File: config.mk
export PLATFORM = sky130hd
export DESIGN_NAME = mesh_port_bank
export DESIGN_NICKNAME = d
export VERILOG_FILES = /design/src/rtl/mesh_pkg.sv /design/src/rtl/mesh_fifo.sv /design/src/rtl/mesh_port_bank.sv
export SDC_FILE = /design/constraint.sdc
export NUM_CORES = 1
export LEC_CHECK = 0
export BUFFER_PORTS_ARGS = -buffer_cell sky130_fd_sc_hd__buf_2
export CAP_MARGIN = 20
export CORE_MARGIN = 2
export CORE_UTILIZATION = 35
export CTS_BUF_LIST = sky130_fd_sc_hd__clkbuf_2 sky130_fd_sc_hd__clkbuf_4 sky130_fd_sc_hd__clkbuf_8
export DETAILED_ROUTE_END_ITERATION = 16
export PLACE_DENSITY = 0.55
export REMOVE_ABC_BUFFERS = 1
export SYNTH_ARGS = -nofsm -noshare
export SYNTH_HDL_FRONTEND = slang
export SYNTH_SLANG_ARGS = --single-unit
File: constraint.sdc
create_clock -name clk -period 3.4 [get_ports clk]
set_input_delay 0.34 -clock clk [delete_from_list [all_inputs] [get_ports clk]]
set_output_delay 0.34 -clock clk [all_outputs]
set_load 0.02 [all_outputs]
File: src/rtl/mesh_pkg.sv
// Shared definitions for the mesh port bank: neighbour port indices and the
// standard 32-bit mesh word type.
package mesh_pkg;
    localparam int unsigned PORT_UP     = 0;
    localparam int unsigned PORT_DOWN   = 1;
    localparam int unsigned PORT_LEFT   = 2;
    localparam int unsigned PORT_RIGHT  = 3;
    localparam int unsigned MESH_WORD_W = 32;

    typedef logic [MESH_WORD_W-1:0] mesh_word_t;
endpackage

File: src/rtl/mesh_fifo.sv
// Single-clock FIFO used for every per-port RX and TX buffer in the bank.
// Full does not look ahead at a same-cycle pop.
module mesh_fifo
    import mesh_pkg::*;
#(
    parameter int WIDTH = 32,
    parameter int DEPTH = 4
) (
    input  logic             clk,
    input  logic             nrst,
    input  logic             push,
    input  logic             pop,
    input  logic [WIDTH-1:0] wdata,
    output logic [WIDTH-1:0] rdata,
    output logic             full,
    output logic             empty
);
    localparam int AW = $clog2(DEPTH);

    logic [WIDTH-1:0] r_mem [DEPTH];
    logic [AW-1:0]    r_wptr;
    logic [AW-1:0]    r_rptr;
    logic [AW:0]      r_count;
    logic             w_wr;
    logic             w_rd;

    assign full  = (r_count == (AW+1)'(DEPTH));
    assign empty = (r_count == '0);
    assign w_wr  = push && !full;
    assign w_rd  = pop && !empty;
    assign rdata = r_mem[r_rptr];

    // Storage array; contents are only meaningful while count covers them.
    always_ff @(posedge clk) begin
        if (w_wr) begin
            r_mem[r_wptr] <= wdata;
        end
    end

    // Pointer and occupancy tracking.
    always_ff @(posedge clk or posedge nrst) begin
        if (nrst) begin
            r_wptr  <= '0;
            r_rptr  <= '0;
            r_count <= '0;
        end else begin
            if (w_wr) begin
                r_wptr <= r_wptr + AW'(1);
            end
            if (w_rd) begin
                r_rptr <= r_rptr + AW'(1);
            end
            case ({w_wr, w_rd})
                2'b10:   r_count <= r_count + (AW+1)'(1);
                2'b01:   r_count <= r_count - (AW+1)'(1);
                default: r_count <= r_count;
            endcase
        end
    end
endmodule

File: src/rtl/mesh_port_bank.sv
// Buffered bank of mesh ports: one RX and one TX FIFO per neighbour, with a
// directed or round-robin read port towards the core.
module mesh_port_bank
    import mesh_pkg::*;
#(
    parameter int NUM_PORTS = 4,
    parameter int WIDTH     = 32,
    parameter int DEPTH     = 4,
    parameter int PW        = $clog2(NUM_PORTS)
) (
    input  logic                       clk,
    input  logic                       nrst,
    input  logic [NUM_PORTS*WIDTH-1:0] recv_data,
    input  logic [NUM_PORTS-1:0]       recv_valid,
    output logic [NUM_PORTS-1:0]       recv_ready,
    output logic [NUM_PORTS*WIDTH-1:0] send_data,
    output logic [NUM_PORTS-1:0]       send_ready,
    input  logic [NUM_PORTS-1:0]       send_done,
    input  logic                       tx_valid,
    input  logic [PW-1:0]              tx_port,
    input  logic [WIDTH-1:0]           tx_data,
    output logic                       tx_ready,
    input  logic                       rx_any,
    input  logic [PW-1:0]              rx_port_sel,
    output logic                       rx_valid,
    output logic [WIDTH-1:0]           rx_data,
    output logic [PW-1:0]              rx_port,
    input  logic                       rx_ready,
    output logic [NUM_PORTS-1:0]       rx_empty,
    output logic [NUM_PORTS-1:0]       tx_full
);
    logic [NUM_PORTS-1:0] w_rx_full;
    logic [NUM_PORTS-1:0] w_tx_empty;
    logic [NUM_PORTS-1:0] w_rx_push;
    logic [NUM_PORTS-1:0] w_rx_pop;
    logic [NUM_PORTS-1:0] w_tx_push;
    logic [NUM_PORTS-1:0] w_tx_pop;
    logic [WIDTH-1:0]     w_rx_head [NUM_PORTS];
    logic [WIDTH-1:0]     w_tx_head [NUM_PORTS];
    logic [PW-1:0]        r_rr_ptr;
    logic [PW-1:0]        w_any_grant;
    logic                 w_any_found;
    logic [PW-1:0]        w_grant;

    // Port index arithmetic modulo NUM_PORTS (base and offset stay below it).
    function automatic logic [PW-1:0] wrap_add(input logic [PW-1:0] base, input int off);
        int s;
        s = int'(base) + off;
        if (s >= NUM_PORTS) begin
            s = s - NUM_PORTS;
        end
        return PW'(s);
    endfunction

    assign recv_ready = nrst ? '0 : ~w_rx_full;
    assign send_ready = nrst ? '0 : ~w_tx_empty;
    assign w_rx_push  = recv_valid & recv_ready;
    assign w_tx_pop   = send_ready & send_done;

    for (genvar p = 0; p < NUM_PORTS; p++) begin : g_port
        mesh_fifo #(.WIDTH(WIDTH), .DEPTH(DEPTH)) u_rx_fifo (
            .clk   (clk),
            .nrst  (nrst),
            .push  (w_rx_push[p]),
            .pop   (w_rx_pop[p]),
            .wdata (recv_data[p*WIDTH +: WIDTH]),
            .rdata (w_rx_head[p]),
            .full  (w_rx_full[p]),
            .empty (rx_empty[p])
        );
        mesh_fifo #(.WIDTH(WIDTH), .DEPTH(DEPTH)) u_tx_fifo (
            .clk   (clk),
            .nrst  (nrst),
            .push  (w_tx_push[p]),
            .pop   (w_tx_pop[p]),
            .wdata (tx_data),
            .rdata (w_tx_head[p]),
            .full  (tx_full[p]),
            .empty (w_tx_empty[p])
        );
        assign send_data[p*WIDTH +: WIDTH] = w_tx_empty[p] ? '0 : w_tx_head[p];
        assign w_tx_push[p] = tx_valid && tx_ready && (tx_port == PW'(p));
        assign w_rx_pop[p]  = rx_valid && rx_ready && (w_grant == PW'(p));
    end

    // Core push acceptance; out-of-range destinations are never accepted.
    always_comb begin
        tx_ready = 1'b0;
        if (nrst) begin
            tx_ready = 1'b0;
        end else if (int'(tx_port) < NUM_PORTS) begin
            tx_ready = !tx_full[tx_port];
        end else begin
            tx_ready = 1'b0;
        end
    end

    // Round-robin search: first non-empty RX FIFO at or after r_rr_ptr.
    always_comb begin
        w_any_found = 1'b0;
        w_any_grant = '0;
        for (int i = 0; i < NUM_PORTS; i++) begin
            if (!w_any_found && !rx_empty[wrap_add(r_rr_ptr, i)]) begin
                w_any_found = 1'b1;
                w_any_grant = wrap_add(r_rr_ptr, i);
            end else begin
                w_any_found = w_any_found;
            end
        end
    end

    // Core read port: grant selection and zero-masked outputs.
    always_comb begin
        w_grant  = rx_any ? w_any_grant : rx_port_sel;
        rx_valid = 1'b0;
        if (nrst) begin
            rx_valid = 1'b0;
        end else if (rx_any) begin
            rx_valid = w_any_found;
        end else if (int'(rx_port_sel) < NUM_PORTS) begin
            rx_valid = !rx_empty[rx_port_sel];
        end else begin
            rx_valid = 1'b0;
        end
        rx_data = rx_valid ? w_rx_head[w_grant] : '0;
        rx_port = rx_valid ? w_grant : '0;
    end

    // Round-robin pointer advances only on any-mode pops.
    always_ff @(posedge clk or posedge nrst) begin
        if (nrst) begin
            r_rr_ptr <= '0;
        end else if (rx_any && rx_valid && rx_ready) begin
            r_rr_ptr <= wrap_add(w_grant, 1);
        end else begin
            r_rr_ptr <= r_rr_ptr;
        end
    end
endmodule
==> run_results.csv <==
group,metric,value,unit
status,outcome,"finished with violations",
status,violations,"setup timing",
routing,drtIter0Drc,1760,
global_routing,grt_overflow,0,
floorplanning,start_util,0.3517,
sta,slew_violations,0,
power,ir_worst_vdd,0.4306,mV
routing,drt_wl_total,112800,um
global_routing,grt_pass1_vias,24010,
routing,ant_nets,0,
power,p_sw,15.11,mW
setup_path,cp.required,3.06,ns
run,drv_cap,0,
sta,clock.fmax,0.2724,GHz
clock_tree,cts-root-buf,"clkbuf_8",
sta,finalSetupViolations,36,
clock_tree,cts_inserted_buffers,179,
setup_path,crit_path_max_incr_delay,0.43,ns
sta,min_period,3.670,ns
sta,finalHoldViolCount,0,
routing,wl_per_cell,24.91,um
sta,fin_skew,0.05258,ns
setup_path,path_buf_inv,6,
synth,ys.flop_type,"edfxtp_1",
routing,num_vias,22670,
setup_path,critPathLaunchType,"flip-flop",
floorplanning,die_w,353.3,um
power,p_seq_frac,0.382,
setup_path,cp_max_fo,5,
synth,ys_types,51,
floorplanning,die_h,353.3,um
global_routing,antenna_found_initial,27,
routing,drc,0,
synth,synth-seq-cells,1082,
setup_path,critPathCaptureType,"output port",
clock_tree,cts_tree,"built",
placement,hpwl,69150,um
clock_tree,path_clk_slew,0.06,ns
setup_path,cp_common_cell,"buf_16",
setup_path,slowest_stage,"or3_4",
placement,portBuffers,356,
global_routing,grt_pass1_wl,162700,um
clock_tree,clk_latency,0.90,ns
setup_path,arrival,3.33,ns
floorplanning,design.die.area,124800,um2
final_layout,nNetsFinal,2981,
power,power_leakage,18.48,nW
global_routing,track_usage,0.1797,
setup_path,crit_chain,"or3_4 -> inv_2 -> a211oi_2 -> o31ai_4 -> buf_6 -> buf_12 -> buf_16 -> buf_16 -> mux2i_1 -> a211oi_1 -> buf_4",
synth,syn_avg_cell_area,21.05,um2
sta,finalCritPeriodShare,1.080,
placement,gp_congestion,0.8035,
setup_path,worstSetupPathType,"flip-flop to output port",
final_layout,final_area,53760,um2
synth,async_flop_share,0.05360,
floorplanning,io_pins,357,
synth,yosysWarnings,0,
sta,relSlewSlack,0.3527,
synth,seq_area_frac_synth,0.7542,
power,p_int,28.88,mW
power,p_per_area,818.3,nW/um2
final_layout,areaGrowthSynthToFinish,25.90,%
synth,synthesis.instances,2028,
global_routing,grt_start_max_net_pins,59,
power,pwr-share-comb,0.363,
synth,synth_area,42700,um2
placement,placed_cell_area,46910,um2
synth,synth_edf_count,1024,
min_path,min_path_type,"input pin to flip-flop",
sta,rsz0062_at_grt,"true",
clock_tree,cts_buffer_depth,3,
clock_tree,cts.htree.levels,4,
power,p_clk_frac,0.255,
final_layout,drive_above_1_share,0.4079,
routing,via_per_inst,5.003,
routing,drt-pass1-iter-count,6,
power,finalPower,43.99,mW
floorplanning,core,121400,um2
sta,fin_ws,-0.2704,ns
power,swShare,0.3436,
setup_path,critPathTopFamily,"buffers and inverters",
clock_tree,cts_sinks,1082,
sta,tightest_slew,0.9710,ns
floorplanning,std_cell_rows,128,
[synthesized netlist by cell type, types with 4 or more instances]
| library cell | n | share of area |
|---|---|---|
| buf_4 | 10 | 0.0018 |
| mux4_2 | 258 | 0.14 |
| nor4_1 | 6 | 0.00088 |
| nor3_1 | 5 | 0.00059 |
| or3_1 | 4 | 0.00059 |
| buf_12 | 4 | 0.0019 |
| mux2i_1 | 39 | 0.0091 |
| dfrtp_1 | 58 | 0.034 |
| o21ai_0 | 12 | 0.0014 |
| nand2_1 | 19 | 0.0017 |
| and3_1 | 21 | 0.0031 |
| inv_1 | 60 | 0.0053 |
| clkbuf_1 | 64 | 0.0056 |
| and2_1 | 26 | 0.0038 |
| nor2b_1 | 162 | 0.024 |
| a211oi_1 | 67 | 0.012 |
| fa_1 | 8 | 0.0038 |
| a21oi_1 | 4 | 0.00047 |
| xor2_1 | 22 | 0.0045 |
| nand3_1 | 4 | 0.00047 |
| a31oi_1 | 4 | 0.00059 |
| ha_1 | 40 | 0.012 |
| nor2_1 | 19 | 0.0017 |
| edfxtp_1 | 1024 | 0.72 |
| buf_1 | 14 | 0.0012 |
| xnor2_1 | 27 | 0.0055 |
| buf_2 | 16 | 0.0019 |
[cells in the final DEF, fill, tap and decap left out, types with 6 or more instances in the layout]
master / count
a211oi_1: 18
a211oi_2: 41
a211oi_4: 8
and2_1: 9
and2_2: 16
and3_1: 13
and3_2: 8
buf_12: 32
buf_16: 12
buf_2: 322
buf_4: 97
buf_6: 18
clkbuf_4: 61
clkbuf_8: 181
clkinv_1: 38
clkinv_2: 22
dfrtp_1: 41
dfrtp_2: 15
diode_2: 11
dlygate4sd3_1: 176
edfxtp_1: 1024
ha_1: 36
inv_1: 51
inv_2: 6
mux2i_1: 21
mux2i_2: 6
mux2i_4: 12
mux4_2: 258
nand2_1: 19
nor2_1: 18
nor2b_1: 155
o21ai_0: 12
xnor2_1: 27
xor2_1: 22
[registers in the layout, indices dropped and copies added, names as in the netlist, 8 cells and up]
name	cells
g_port.u_rx_fifo.r_mem	512
g_port.u_tx_fifo.r_mem	512
g_port.u_rx_fifo.r_count	12
g_port.u_tx_fifo.r_count	12
g_port.u_rx_fifo.r_rptr	8
g_port.u_rx_fifo.r_wptr	8
g_port.u_tx_fifo.r_rptr	8
g_port.u_tx_fifo.r_wptr	8
[power by group through the flow]
| stage | sequential [mW] | clock, mW | combinational [mW] |
|---|---|---|---|
| 6_report | 16.8 | 11.2 | 16.0 |
| 5_1_grt | 17.0 | 12.1 | 16.9 |
| 4_1_cts | 16.9 | 11.5 | 15.7 |
| 3_5_place_dp | 17.1 | 0 | 13.9 |
| 3_3_place_gp | 17.0 | 0 | 13.7 |
| 2_1_floorplan | 17.5 | 0 | 7.92 |
[final cells by class]
| cell class | instances | area [um2] |
|---|---|---|
| Multi-Input combinational cell | 773 | 10400 |
| Clock inverter | 78 | 546.8 |
| Antenna cell | 11 | 27.53 |
| Clock buffer | 242 | 2949 |
| Sequential cell | 1082 | 32230 |
| Inverter | 61 | 245.2 |
| Fill cell | 10580 | 67640 |
| Timing Repair Buffer | 659 | 5333 |
| Tap cell | 1625 | 2033 |
[worst paths after layout]
check                                                  endpoint  cells past startpoint                      startpoint  slack [ns]
min in group asynchronous         g_port[2].u_rx_fifo.r_rptr[1]                      4                            nrst        0.43
worst max-delay path                                rx_data[12]                     11  g_port[2].u_rx_fifo.r_count[0]       -0.27
worst min-delay path            g_port[3].u_rx_fifo.r_mem[0][1]                      2                   recv_data[97]        0.20
max in group asynchronous         g_port[0].u_tx_fifo.r_rptr[0]                      4                            nrst        2.35
worst max register to register   g_port[3].u_rx_fifo.r_count[2]                     16                     r_rr_ptr[1]       -0.06
worst min register to register    g_port[1].u_tx_fifo.r_rptr[1]                      1   g_port[1].u_tx_fifo.r_rptr[1]        0.48
[through the flow]
stage	TNS (ns)	std cells	hold WS, ns	util	setup slack, ns
2_1_floorplan	-191.20	1916	0.4389	-	-3.733
3_3_place_gp	0	3973	0.4606	0.3864	0.1690
3_5_place_dp	0	3973	0.4658	0.3864	0.08084
4_1_cts	-9.717	4506	0.02037	0.4402	-0.3262
5_1_grt	-12.87	4527	0.1281	0.4427	-0.4126
6_report	-7.289	4531	0.2022	0.4428	-0.2704
[cells by family after synthesis]
group           after synthesis  share of synthesized area
flops                      1082                     0.7542
mux                         298                     0.1455
simple gates                279                    0.03906
buf+inv                     173                    0.01884
compound gates               99                    0.01691
xor+xnor                     49                    0.01005
fa+ha+maj                    48                    0.01547
[layer usage]
metal  vias to the layer above  GRT usage  part of all wire
li1                       9668          -                 -
met1                     11990     0.2400              0.42
met3                       182    0.04749             0.069
met5                         -          0            0.0010
met2                       807     0.2874              0.48
met4                        18    0.05719             0.024
[timing repair]
| item | CTS | global route |
|---|---|---|
| hold buffers | 177 | 0 |
| resized for setup | 174 | 41 |
| buffers inserted | 28 | 15 |
| cloned | 10 | 1 |
| setup endpoints to repair | 67 | 43 |
| pin swaps | 17 | 23 |
| hold endpoints to repair | 1114 | 0 |
Note: power is estimated with default switching activity, not from simulation.
